==> config.mk <==
export PLATFORM = sky130hd
export DESIGN_NAME = ibex_branch_resolve_unit
export DESIGN_NICKNAME = d
export VERILOG_FILES = /design/src/rtl/ibex_branch_resolve_unit.sv
export SDC_FILE = /design/constraint.sdc
export NUM_CORES = 1
export LEC_CHECK = 0
export CAP_MARGIN = 40
export CORE_MARGIN = 2
export CORE_UTILIZATION = 44
export DETAILED_ROUTE_END_ITERATION = 16
export PLACE_DENSITY = 0.88
export SYNTH_ARGS = -nofsm -noshare
export SYNTH_HDL_FRONTEND = slang
export SYNTH_SLANG_ARGS = --single-unit
==> constraint.sdc <==
create_clock -name clk_i -period 3.25 [get_ports clk_i]
set_input_delay 0.325 -clock clk_i [delete_from_list [all_inputs] [get_ports clk_i]]
set_output_delay 0.325 -clock clk_i [all_outputs]
set_load 0.03 [all_outputs]
==> src/rtl/ibex_branch_resolve_unit.sv <==
// Branch/jump resolution stage: computes taken, target and alignment fault behind a single-entry
// valid/ready output register. Optional statistics counters are enabled by BRANCH_RESOLVE_STATS_EN.
module ibex_branch_resolve_unit #(
  parameter int unsigned Width        = 32,
  parameter bit          CompressedEn = 1'b1
) (
  input  logic             clk_i,
  input  logic             rst_ni,
  input  logic             in_valid_i,
  output logic             in_ready_o,
  input  logic [2:0]       br_op_i,
  input  logic [Width-1:0] pc_i,
  input  logic [Width-1:0] rs1_i,
  input  logic [Width-1:0] rs2_i,
  input  logic [Width-1:0] imm_i,
  input  logic             flush_i,
  output logic             res_valid_o,
  input  logic             res_ready_i,
  output logic             taken_o,
  output logic [Width-1:0] target_o,
  output logic             misaligned_o,
  input  logic             stat_clr_i,
  output logic [31:0]      stat_total_o,
  output logic [31:0]      stat_taken_o
);

  localparam logic [2:0] OpEq   = 3'b000;
  localparam logic [2:0] OpNe   = 3'b001;
  localparam logic [2:0] OpJal  = 3'b010;
  localparam logic [2:0] OpJalr = 3'b011;
  localparam logic [2:0] OpLt   = 3'b100;
  localparam logic [2:0] OpGe   = 3'b101;
  localparam logic [2:0] OpLtu  = 3'b110;
  localparam logic [2:0] OpGeu  = 3'b111;

  logic             valid_q, valid_d;
  logic             taken_q;
  logic [Width-1:0] target_q;
  logic             mis_q;

  logic             accept_s;
  logic             eq_s, lt_s, ltu_s;
  logic             taken_s;
  logic [Width-1:0] base_s, sum_s, target_s;
  logic             mis_s;

  assign in_ready_o = !valid_q || res_ready_i;
  assign accept_s   = in_valid_i && in_ready_o && !flush_i;

  assign eq_s  = (rs1_i == rs2_i);
  assign lt_s  = ($signed(rs1_i) < $signed(rs2_i));
  assign ltu_s = (rs1_i < rs2_i);

  // Branch condition decode
  always_comb begin
    taken_s = 1'b0;
    case (br_op_i)
      OpEq:    taken_s = eq_s;
      OpNe:    taken_s = !eq_s;
      OpJal:   taken_s = 1'b1;
      OpJalr:  taken_s = 1'b1;
      OpLt:    taken_s = lt_s;
      OpGe:    taken_s = !lt_s;
      OpLtu:   taken_s = ltu_s;
      OpGeu:   taken_s = !ltu_s;
      default: taken_s = 1'b0;
    endcase
  end

  // Target adder; JALR clears bit 0 of the register-relative sum
  always_comb begin
    base_s   = (br_op_i == OpJalr) ? rs1_i : pc_i;
    sum_s    = base_s + imm_i;
    target_s = sum_s;
    if (br_op_i == OpJalr) begin
      target_s[0] = 1'b0;
    end else begin
      target_s = sum_s;
    end
  end

  // A taken target is only faulty when half-word alignment is not allowed
  always_comb begin
    mis_s = 1'b0;
    if (CompressedEn) begin
      mis_s = 1'b0;
    end else begin
      mis_s = taken_s && target_s[1];
    end
  end

  // Flush beats both consume and accept; accept beats consume
  always_comb begin
    valid_d = valid_q;
    if (flush_i) begin
      valid_d = 1'b0;
    end else if (accept_s) begin
      valid_d = 1'b1;
    end else if (res_ready_i) begin
      valid_d = 1'b0;
    end else begin
      valid_d = valid_q;
    end
  end

  // Result register
  always_ff @(posedge clk_i or negedge rst_ni) begin
    if (!rst_ni) begin
      valid_q  <= 1'b0;
      taken_q  <= 1'b0;
      target_q <= '0;
      mis_q    <= 1'b0;
    end else begin
      valid_q <= valid_d;
      if (accept_s) begin
        taken_q  <= taken_s;
        target_q <= target_s;
        mis_q    <= mis_s;
      end
    end
  end

  assign res_valid_o  = valid_q;
  assign taken_o      = taken_q;
  assign target_o     = target_q;
  assign misaligned_o = mis_q;

`ifdef BRANCH_RESOLVE_STATS_EN
  logic        consume_s;
  logic [31:0] total_q, total_d, tkn_q, tkn_d;

  assign consume_s = valid_q && res_ready_i && !flush_i;

  // Saturating counters; clear wins over a same-cycle increment
  always_comb begin
    total_d = total_q;
    tkn_d   = tkn_q;
    if (stat_clr_i) begin
      total_d = 32'h0000_0000;
      tkn_d   = 32'h0000_0000;
    end else if (consume_s) begin
      total_d = (total_q == 32'hFFFF_FFFF) ? total_q : total_q + 32'h0000_0001;
      tkn_d   = (taken_q && (tkn_q != 32'hFFFF_FFFF)) ? tkn_q + 32'h0000_0001 : tkn_q;
    end else begin
      total_d = total_q;
      tkn_d   = tkn_q;
    end
  end

  // Statistics registers
  always_ff @(posedge clk_i or negedge rst_ni) begin
    if (!rst_ni) begin
      total_q <= 32'h0000_0000;
      tkn_q   <= 32'h0000_0000;
    end else begin
      total_q <= total_d;
      tkn_q   <= tkn_d;
    end
  end

  assign stat_total_o = total_q;
  assign stat_taken_o = tkn_q;
`else
  logic unused_stat_clr_s;
  assign unused_stat_clr_s = stat_clr_i;
  assign stat_total_o      = 32'h0000_0000;
  assign stat_taken_o      = 32'h0000_0000;
`endif

endmodule
# Yosys cells after proc, flatten, opt, wreduce, memory -nomap -nowiden
# Cells that the tools add are included.
[word_totals] register_bits=34 elab_cells=31 latchBits=0 rom_bits=0 ramBits=0 out_inout_bits=100 memories=0
[classes] n_bitwise=0 div_mod_pow=0 eq_ne=8 n_mux=6 n_reduce_logical=11 n_addsub=1 n_lt_le_gt_ge=2 n_shift=0 n_mul=0
[op_table] operator="$lt 32x32->1" n=2
[op_table] operator="$add 32x32->32" n=1
[op_table] operator="$eq 32x32->1" n=1
[op_table] operator="$mux 32" n=1
[op_table] operator="$eq 3x3->1 const B" n=4
[op_table] operator="$pmux 1 s7" n=1
[op_table] operator="$eq 3x2->1 const B" n=2
[op_table] operator="$logic_not 1->1" n=5
[op_table] operator="$mux 1" n=4
[op_table] operator="$eq 3x1->1 const B" n=1
[op_table] operator="$logic_not 3->1" n=1
[op_table] operator="$reduce_bool 3->1" n=1
[op_table] operator="$logic_and 1x1->1" n=2
[op_table] operator="$reduce_or 2->1" n=1
[op_table] operator="$logic_or 1x1->1" n=1

# Logic depth before layout (Yosys ltp)
# Gate-level depths: netlist of the first run.
[logic_depth] ltp_word=6 mapped_depth=16 ltp_nobuf=15

# Least setup slack after synthesis of the first run
# Ideal clock, no wire load.
[synth_path] kind="in2reg" startpoint="in br_op_i[2]" endpoint="reg target_q[30], in the netlist target_o[30]" t_arrival_ns=3.200 required_ns=3.126 path_buffers=1 setup_time_ns=0.124 path_slack_ns=-0.074 cell_stages=13 cell_sequence="nand3b_1 -> clkbuf_1 -> mux2_2 -> ha_1 -> a21oi_2 -> nand2b_2 -> o21ai_2 -> a21oi_2 -> o211a_1 -> a221o_1 -> a211oi_2 -> nor4b_1 -> a211o_1"
[synth_via] elab_chain_cells=3
[synth_lines] item="start, declared" line="11" source="input logic [2:0] br_op_i,"
[synth_lines] item="$eq 3x2->1" line="72" source="base_s = (br_op_i == OpJalr) ? rs1_i : pc_i;"
[synth_lines] item="$mux 32" line="72"
[synth_lines] item="$add 32x32->32" line="73" source="sum_s = base_s + imm_i;"
[synth_lines] item="end signal, assigned" line="117" source="target_q <= target_s;"
[synth_lines] item="end, declared" line="38" source="logic [Width-1:0] target_q;"
# No other way between the ends.
# A chain may end at the register's enable or synchronous reset.

# Worst setup path after layout of the first run
[layout_path] startpoint="in br_op_i[0]" endpoint="reg target_q[28], in the netlist target_o[28]"
# Same word-level chain as after synthesis.

==> impl_metrics.env, run 1 <==
export IMPL_max_freq_mhz=316
export IMPL_layout_setup_ws_ns=0.0878
export IMPL_ys_seq_area_frac=0.187
export IMPL_worst_hold_path_type="primary input to async pin"
export IMPL_fin_area_um2=7250
export IMPL_antenna_found_initial=0
export IMPL_rrSetupSlack_ns=1.45
export IMPL_cts_made_buffers=5
export IMPL_pwr_share_clk=0.115
export IMPL_path_cells="dlygate4sd2_1 > nand3b_1 > buf_4 > buf_12 > mux2_2 > ha_4 > a21oi_2 > o21ai_2 > nor3_2 > a21oi_2 > o211a_1 > a221o_1 > buf_6 > a31oi_4 > xor2_1 > o21ai_1"
export IMPL_cts_sinks=34
export IMPL_final_util=0.711
export IMPL_syn_to_final_growth_pct=59.6
export IMPL_synth_top_cell_by_area="dfrtp_1"
export IMPL_detail_route_wirelength_um=15000
export IMPL_finalSetupViolCount=0
export IMPL_dpl_cell_area_um2=6680
export IMPL_drt_vias_per_instance=5.12
export IMPL_leakage_nw=3.44
export IMPL_r2r_end="target_o[27]$_DFFE_PN0P_"
export IMPL_htree_levels=2
export IMPL_power_total_mw=2.55
export IMPL_power_density_nw_per_um2=352
export IMPL_arrival_ns=3.32
export IMPL_synthArstFlopShare=1.00
export IMPL_ant_nets=0
export IMPL_relSlewSlack=0.640
export IMPL_critical_path_required_ns=3.41
export IMPL_combPwrFrac=0.651
export IMPL_synthTopCellsByArea="dfrtp_1 19%, ha_1 17%, buf_4 11%"
export IMPL_cts_reportedPaths_clkPinSlew_ns=0.07
export IMPL_cp_start_kind="primary input"
export IMPL_synth_area_um2=4540
export IMPL_finalCritPeriodShare=0.973
export IMPL_synth_most_common_cell="buf_4"
export IMPL_cts_buffer_depth=2
export IMPL_worst_pin_slew_ns=0.537
export IMPL_diodes=0
export IMPL_die_w_um=106
export IMPL_port_buffers=170
export IMPL_overflow=0
export IMPL_pwr_share_seq=0.234
export IMPL_die_area_um2=11100
export IMPL_drt_iter0_drc=222
export IMPL_dp_slack_ns=-0.505
export IMPL_skew_ns=0.00648
export IMPL_slew_viol_final=0
export IMPL_core_area_um2=10200
export IMPL_p_switching_mw=1.09
export IMPL_fin_tns_setup_ns=0
export IMPL_sw_frac_of_total=0.426
export IMPL_synth_edf_count=0
export IMPL_gr_usage_all_layers=0.261
export IMPL_path_class="primary input to flip-flop"
export IMPL_reg2reg_depth=6
export IMPL_critPathCaptureType="flip-flop"
export IMPL_synth_seq_cells=34
export IMPL_rows=37
export IMPL_intPower_mw=1.46
export IMPL_final_hold_viol_count=0
export IMPL_grt_pass1_vias=4782
export IMPL_fillCellCount=808
export IMPL_hpwl_um=12500
export IMPL_io_pins=237
export IMPL_drcViolationCount=0
export IMPL_place_inst=918
export IMPL_start_util=0.446
export IMPL_synth_top_cell_area_share=0.187
export IMPL_cts_root_buf="clkbuf_8"
export IMPL_cts_tree="done"
export IMPL_wl_per_cell_um=16.0
export IMPL_path_common_cell="a21oi_2"
export IMPL_vias=4812
export IMPL_place_gp_congestion=0.919
export IMPL_clkLatencyLatePin_ns=0.29
export IMPL_path_max_fanout=6
export IMPL_final_cells=939
export IMPL_dr_pass1_iters=4
export IMPL_fin_crit_ns=3.16
export IMPL_critPathSlowestCell="a221o_1"
export IMPL_avgSynthCellArea_um2=8.22
export IMPL_netlist_instances=552
export IMPL_drv_cap=0
export IMPL_holdWs_ns=0.470
export IMPL_ir_drop_mv=0.267
export IMPL_synth_ff_type="dfrtp_1"
export IMPL_rsz0062_at_grt="true"
export IMPL_cp_slowest_stage_delay_ns=0.37
export IMPL_grt_pass1_wl_um=23300
export IMPL_grt_max_degree=39
export IMPL_die_h_um=106
export IMPL_status="completed"
export IMPL_yosys_warnings=0
export IMPL_regToRegStartpoint="res_valid_o$_DFFE_PN0P_"
export IMPL_yosysUniqueCellTypes=56
export IMPL_layout_drive_gt1_share=0.220
export IMPL_hold_buffers=0
export IMPL_synthTopCellsByCount="65 x buf_4, 63 x ha_1, 49 x nand2_1"
export IMPL_final_nets=1004
==> timing repair <==
item / 4_1_cts / 5_1_grt
gates resized for setup: 41 / 23
endpoints found under the setup margin: 10 / 9
setup buffers: 9 / 3
pin swaps: 17 / 27
cloned: 2 / 0
==> worst max path at each step <==
| stage | startpoint | to | slack [ns] | cells past startpoint |
|---|---|---|---|---|
| 6_report | br_op_i[0] | target_o[28]$_DFFE_PN0P_ | 0.09 | 16 |
| 3_3_place_gp | br_op_i[2] | target_o[30]$_DFFE_PN0P_ | -0.33 | 14 |
| 2_1_floorplan | br_op_i[2] | target_o[30]$_DFFE_PN0P_ | 0.01 | 13 |
| 3_5_place_dp | br_op_i[0] | target_o[20]$_DFFE_PN0P_ | -0.50 | 16 |
| 5_1_grt | br_op_i[2] | target_o[20]$_DFFE_PN0P_ | -0.02 | 18 |
| 4_1_cts | br_op_i[0] | target_o[30]$_DFFE_PN0P_ | 0.02 | 15 |
==> area by class of cell <==
class	instances	area [um^2]	share of cell area
Timing Repair Buffer	257	2420	0.334
Sequential cell	34	851	0.117
Tap cell	136	170	0.0235
Multi-Input combinational cell	459	3550	0.490
Clock inverter	2	10.0	0.00138
Clock buffer	5	68.8	0.00950
Inverter	46	173	0.0238
==> per-layer routing <==
metal | share of wire | up-vias | global-route usage
met2 | 0.50 | 201 | 0.462
met1 | 0.43 | 2266 | 0.341
met4 | 0.021 | 0 | 0.0733
met5 | 0 | - | 0
li1 | - | 2321 | -
met3 | 0.053 | 24 | 0.0186
==> kinds of logic after synthesis <==
group,count (synthesis),share of synthesized area
fa+ha+maj,64,0.178
flops,34,0.187
simple gates,122,0.135
xor+xnor,28,0.0540
buf+inv,123,0.155
mux,37,0.0910
other cells,1,0.000826
compound gates,143,0.198
==> flip-flops by register name, summed over array words and instances (netlist names) <==
register and cells:
target_o 32, res_valid_o 1, taken_o 1
==> critical path, delay by kind of cell <==
kind	cells	cell delay, ns
XOR/XNOR	1	0.16
AND/OR/NAND/NOR	2	0.37
buffers and inverters	4	0.68
multiplexers	1	0.36
adder cells (fa/ha/maj)	1	0.24
AO/OA/AOI/OAI	7	1.20
==> power by group through the flow <==
| stage | clock network (mW) | logic (mW) | registers (mW) |
|---|---|---|---|
| CTS | 0.297 | 1.61 | 0.598 |
| floorplan | 0 | 0.677 | 0.821 |
| finish | 0.293 | 1.66 | 0.595 |
| global placement | 0 | 1.49 | 0.601 |
| detailed placement | 0 | 1.53 | 0.605 |
| global route | 0.314 | 1.77 | 0.612 |
==> cell usage in the layout, fill, tap and decap left out, drive strengths merged, types with 5 or more instances in the layout <==
| cell type | netlist | routed |
|---|---|---|
| nor3 | 6 | 6 |
| nand4 | 10 | 10 |
| o21ai | 51 | 51 |
| buf | 66 | 87 |
| conb | 1 | 65 |
| dfrtp | 34 | 34 |
| nand3 | 6 | 6 |
| nand2b | 9 | 9 |
| clkdlybuf4s50 | 0 | 167 |
| xor2 | 13 | 13 |
| mux2 | 34 | 34 |
| nor3b | 6 | 6 |
| a21oi | 38 | 38 |
| a211oi | 7 | 7 |
| ha | 63 | 63 |
| nor2 | 17 | 17 |
| xnor2 | 15 | 15 |
| inv | 46 | 46 |
| nand2 | 50 | 50 |
| clkbuf | 11 | 5 |
| a21o | 22 | 22 |
Note: power is estimated with default switching activity, not from simulation.
==> run 2: changes to the inputs <==
--- a/config.mk
+++ b/config.mk
@@ -6,10 +6,10 @@
 export NUM_CORES = 1
 export LEC_CHECK = 0
 export CAP_MARGIN = 40
-export CORE_MARGIN = 2
-export CORE_UTILIZATION = 44
+export CORE_UTILIZATION = 41
 export DETAILED_ROUTE_END_ITERATION = 16
-export PLACE_DENSITY = 0.88
+export PLACE_DENSITY = 0.83
 export SYNTH_ARGS = -nofsm -noshare
 export SYNTH_HDL_FRONTEND = slang
 export SYNTH_SLANG_ARGS = --single-unit
+export TNS_END_PERCENT = 5
==> constraint.sdc (replaced) <==
create_clock -name clk_i -period 3.15 [get_ports clk_i]
set_input_delay 0.315 -clock clk_i [delete_from_list [all_inputs] [get_ports clk_i]]
set_output_delay 0.315 -clock clk_i [all_outputs]
set_load 0.03 [all_outputs]
==> run 2 against run 1 <==
Effect of this change:
- non-clock buffer count up 14
- core utilization down 2.4 points
- first-iteration DRC count down 3.6%
- final area up 2.4%
- critical path depth down 1
- worst setup slack better by 0.013 ns
- register-to-register slack worse by 0.12 ns
- largest cell class unchanged
- die area up 3.2%
- global-route usage up 0.067 points
- flip-flop and latch count unchanged
- power up 5.6%
==> impl_metrics.env, run 2 (same netlist as run 1, synthesis figures left out) <==
export IMPL_cts_buffer_depth=2
export IMPL_grt_max_degree=36
export IMPL_fillCellCount=849
export IMPL_overflow=0
export IMPL_antenna_found_initial=0
export IMPL_io_pins=237
export IMPL_dpl_cell_area_um2=6770
export IMPL_p_switching_mw=1.16
export IMPL_pwr_share_clk=0.119
export IMPL_slew_viol_final=0
export IMPL_worst_pin_slew_ns=0.605
export IMPL_cts_tree="done"
export IMPL_worst_hold_path_type="primary input to async pin"
export IMPL_intPower_mw=1.54
export IMPL_htree_levels=2
export IMPL_arrival_ns=3.24
export IMPL_ant_nets=0
export IMPL_drt_iter0_drc=214
export IMPL_finalSetupViolCount=0
export IMPL_drt_vias_per_instance=5.04
export IMPL_start_util=0.421
export IMPL_cts_reportedPaths_clkPinSlew_ns=0.08
export IMPL_sw_frac_of_total=0.429
export IMPL_skew_ns=0.00918
export IMPL_reg2reg_depth=4
export IMPL_diodes=0
export IMPL_pwr_share_seq=0.230
export IMPL_layout_drive_gt1_share=0.248
export IMPL_final_nets=1018
export IMPL_cp_startpoint="br_op_i[2]"
export IMPL_critPathCaptureType="flip-flop"
export IMPL_gr_usage_all_layers=0.261
export IMPL_fin_tns_setup_ns=0
export IMPL_core_area_um2=10800
export IMPL_path_class="primary input to flip-flop"
export IMPL_finalCritPeriodShare=0.968
export IMPL_path_max_fanout=6
export IMPL_status="completed"
export IMPL_regToRegStartpoint="res_valid_o$_DFFE_PN0P_"
export IMPL_cts_sinks=34
export IMPL_drv_cap=0
export IMPL_drcViolationCount=0
export IMPL_cts_made_buffers=5
export IMPL_grt_pass1_wl_um=23200
export IMPL_rsz0062_at_grt="true"
export IMPL_wl_per_cell_um=16.1
export IMPL_leakage_nw=3.55
export IMPL_layout_commonest_cell="clkdlybuf4s50_1"
export IMPL_cp_start_kind="primary input"
export IMPL_rows=38
export IMPL_largest_register_ffs=32
export IMPL_ir_drop_mv=0.285
export IMPL_hold_buffers=0
export IMPL_place_gp_congestion=0.970
export IMPL_detail_route_wirelength_um=15400
export IMPL_cts_root_buf="clkbuf_8"
export IMPL_fin_area_um2=7420
export IMPL_die_w_um=107
export IMPL_layout_common_cells="167 x clkdlybuf4s50_1, 94 x buf_4, 65 x conb_1"
export IMPL_grt_pass1_vias=4719
export IMPL_power_density_nw_per_um2=363
export IMPL_vias=4821
export IMPL_rrSetupSlack_ns=1.33
export IMPL_clkLatencyLatePin_ns=0.30
export IMPL_relSlewSlack=0.594
export IMPL_multi_input_area_um2=3620
export IMPL_layout_area_seq_um2=851
export IMPL_fin_crit_ns=3.05
export IMPL_combPwrFrac=0.651
export IMPL_die_area_um2=11500
export IMPL_max_freq_mhz=328
export IMPL_critical_path_required_ns=3.34
export IMPL_r2r_end="target_o[7]$_DFFE_PN0P_"
export IMPL_dr_pass1_iters=4
export IMPL_die_h_um=107
export IMPL_port_buffers=170
export IMPL_final_hold_viol_count=0
export IMPL_syn_to_final_growth_pct=63.4
export IMPL_hpwl_um=12600
==> run 2: changes by cell type in the layout (fill, tap and decap cells not counted), moves of 2 or more <==
cell,delta
buf_4,+14
mux2_2,-5
mux2_4,+5
clkbuf_2,+2
dlygate4sd2_1,-2
ha_1,-2
o21ai_1,-2
o21ai_4,+2
==> run 2: layout make-up <==
cell class | count | share of cell area
multi-input cells | 459 | 0.488
clock inverters | 2 | 0.00135
repair buffers | 271 | 0.340
inverters | 46 | 0.0233
clock buffers | 5 | 0.00928
well taps | 140 | 0.0236
flip-flops and latches | 34 | 0.115
==> run 2: power by group through the flow <==
stage	registers, mW	clock network [mW]	logic [mW]
4_1_cts	0.621	0.320	1.70
2_1_floorplan	0.847	0	0.704
3_5_place_dp	0.629	0	1.59
5_1_grt	0.635	0.342	1.87
3_3_place_gp	0.623	0	1.56
6_report	0.619	0.321	1.75
==> run 2: worst max path at each step <==
stage	to	slack (ns)	depth (start not counted)
2_1_floorplan	target_o[30]$_DFFE_PN0P_	0.001	13
3_3_place_gp	target_o[30]$_DFFE_PN0P_	-0.46	14
3_5_place_dp	target_o[20]$_DFFE_PN0P_	-0.62	17
4_1_cts	target_o[30]$_DFFE_PN0P_	0.02	15
5_1_grt	target_o[31]$_DFFE_PN0P_	-0.02	18
6_report	target_o[30]$_DFFE_PN0P_	0.10	15
==> run 2: what timing repair did <==
action                                 CTS  global route
pin swaps                               20            31
gates resized for setup                 58            27
endpoints found under the hold margin    0             0
buffers inserted                        15             3
gates cloned                             2             0
setup endpoints to repair               12            13
==> run 2: routing by layer <==
metal	vias to the layer above	GRT usage	share of wire
met5	-	0	0
met4	0	0.0969	0.029
met3	34	0.0225	0.044
met2	180	0.459	0.49
met1	2263	0.332	0.44
li1	2344	-	-
==> run 2: metrics by stage <==
stage / util / std cells / total power [mW] / setup slack (ns) / hold slack, ns
3_5_place_dp: 0.627 / 931 / 2.22 / -0.621 / 0.469
6_report: 0.687 / 957 / 2.69 / 0.101 / 0.430
2_1_floorplan: - / 616 / 1.55 / 0.00104 / 0.0194
4_1_cts: 0.677 / 955 / 2.64 / 0.0164 / 0.438
3_3_place_gp: 0.627 / 931 / 2.18 / -0.461 / 0.460
5_1_grt: 0.687 / 957 / 2.85 / -0.0225 / 0.471
==> run 2: critical path, stage by stage <==
cell and delay [ns]:
buf_6 0.09, nand3b_1 0.19, buf_6 0.17, buf_12 0.14, mux2_4 0.31, ha_4 0.27, a21oi_4 0.20, nand2b_4 0.08
o21ai_4 0.16, a21oi_2 0.09, o211a_1 0.24, a221o_1 0.38, a211oi_2 0.26, nor4b_2 0.08, a211o_1 0.24
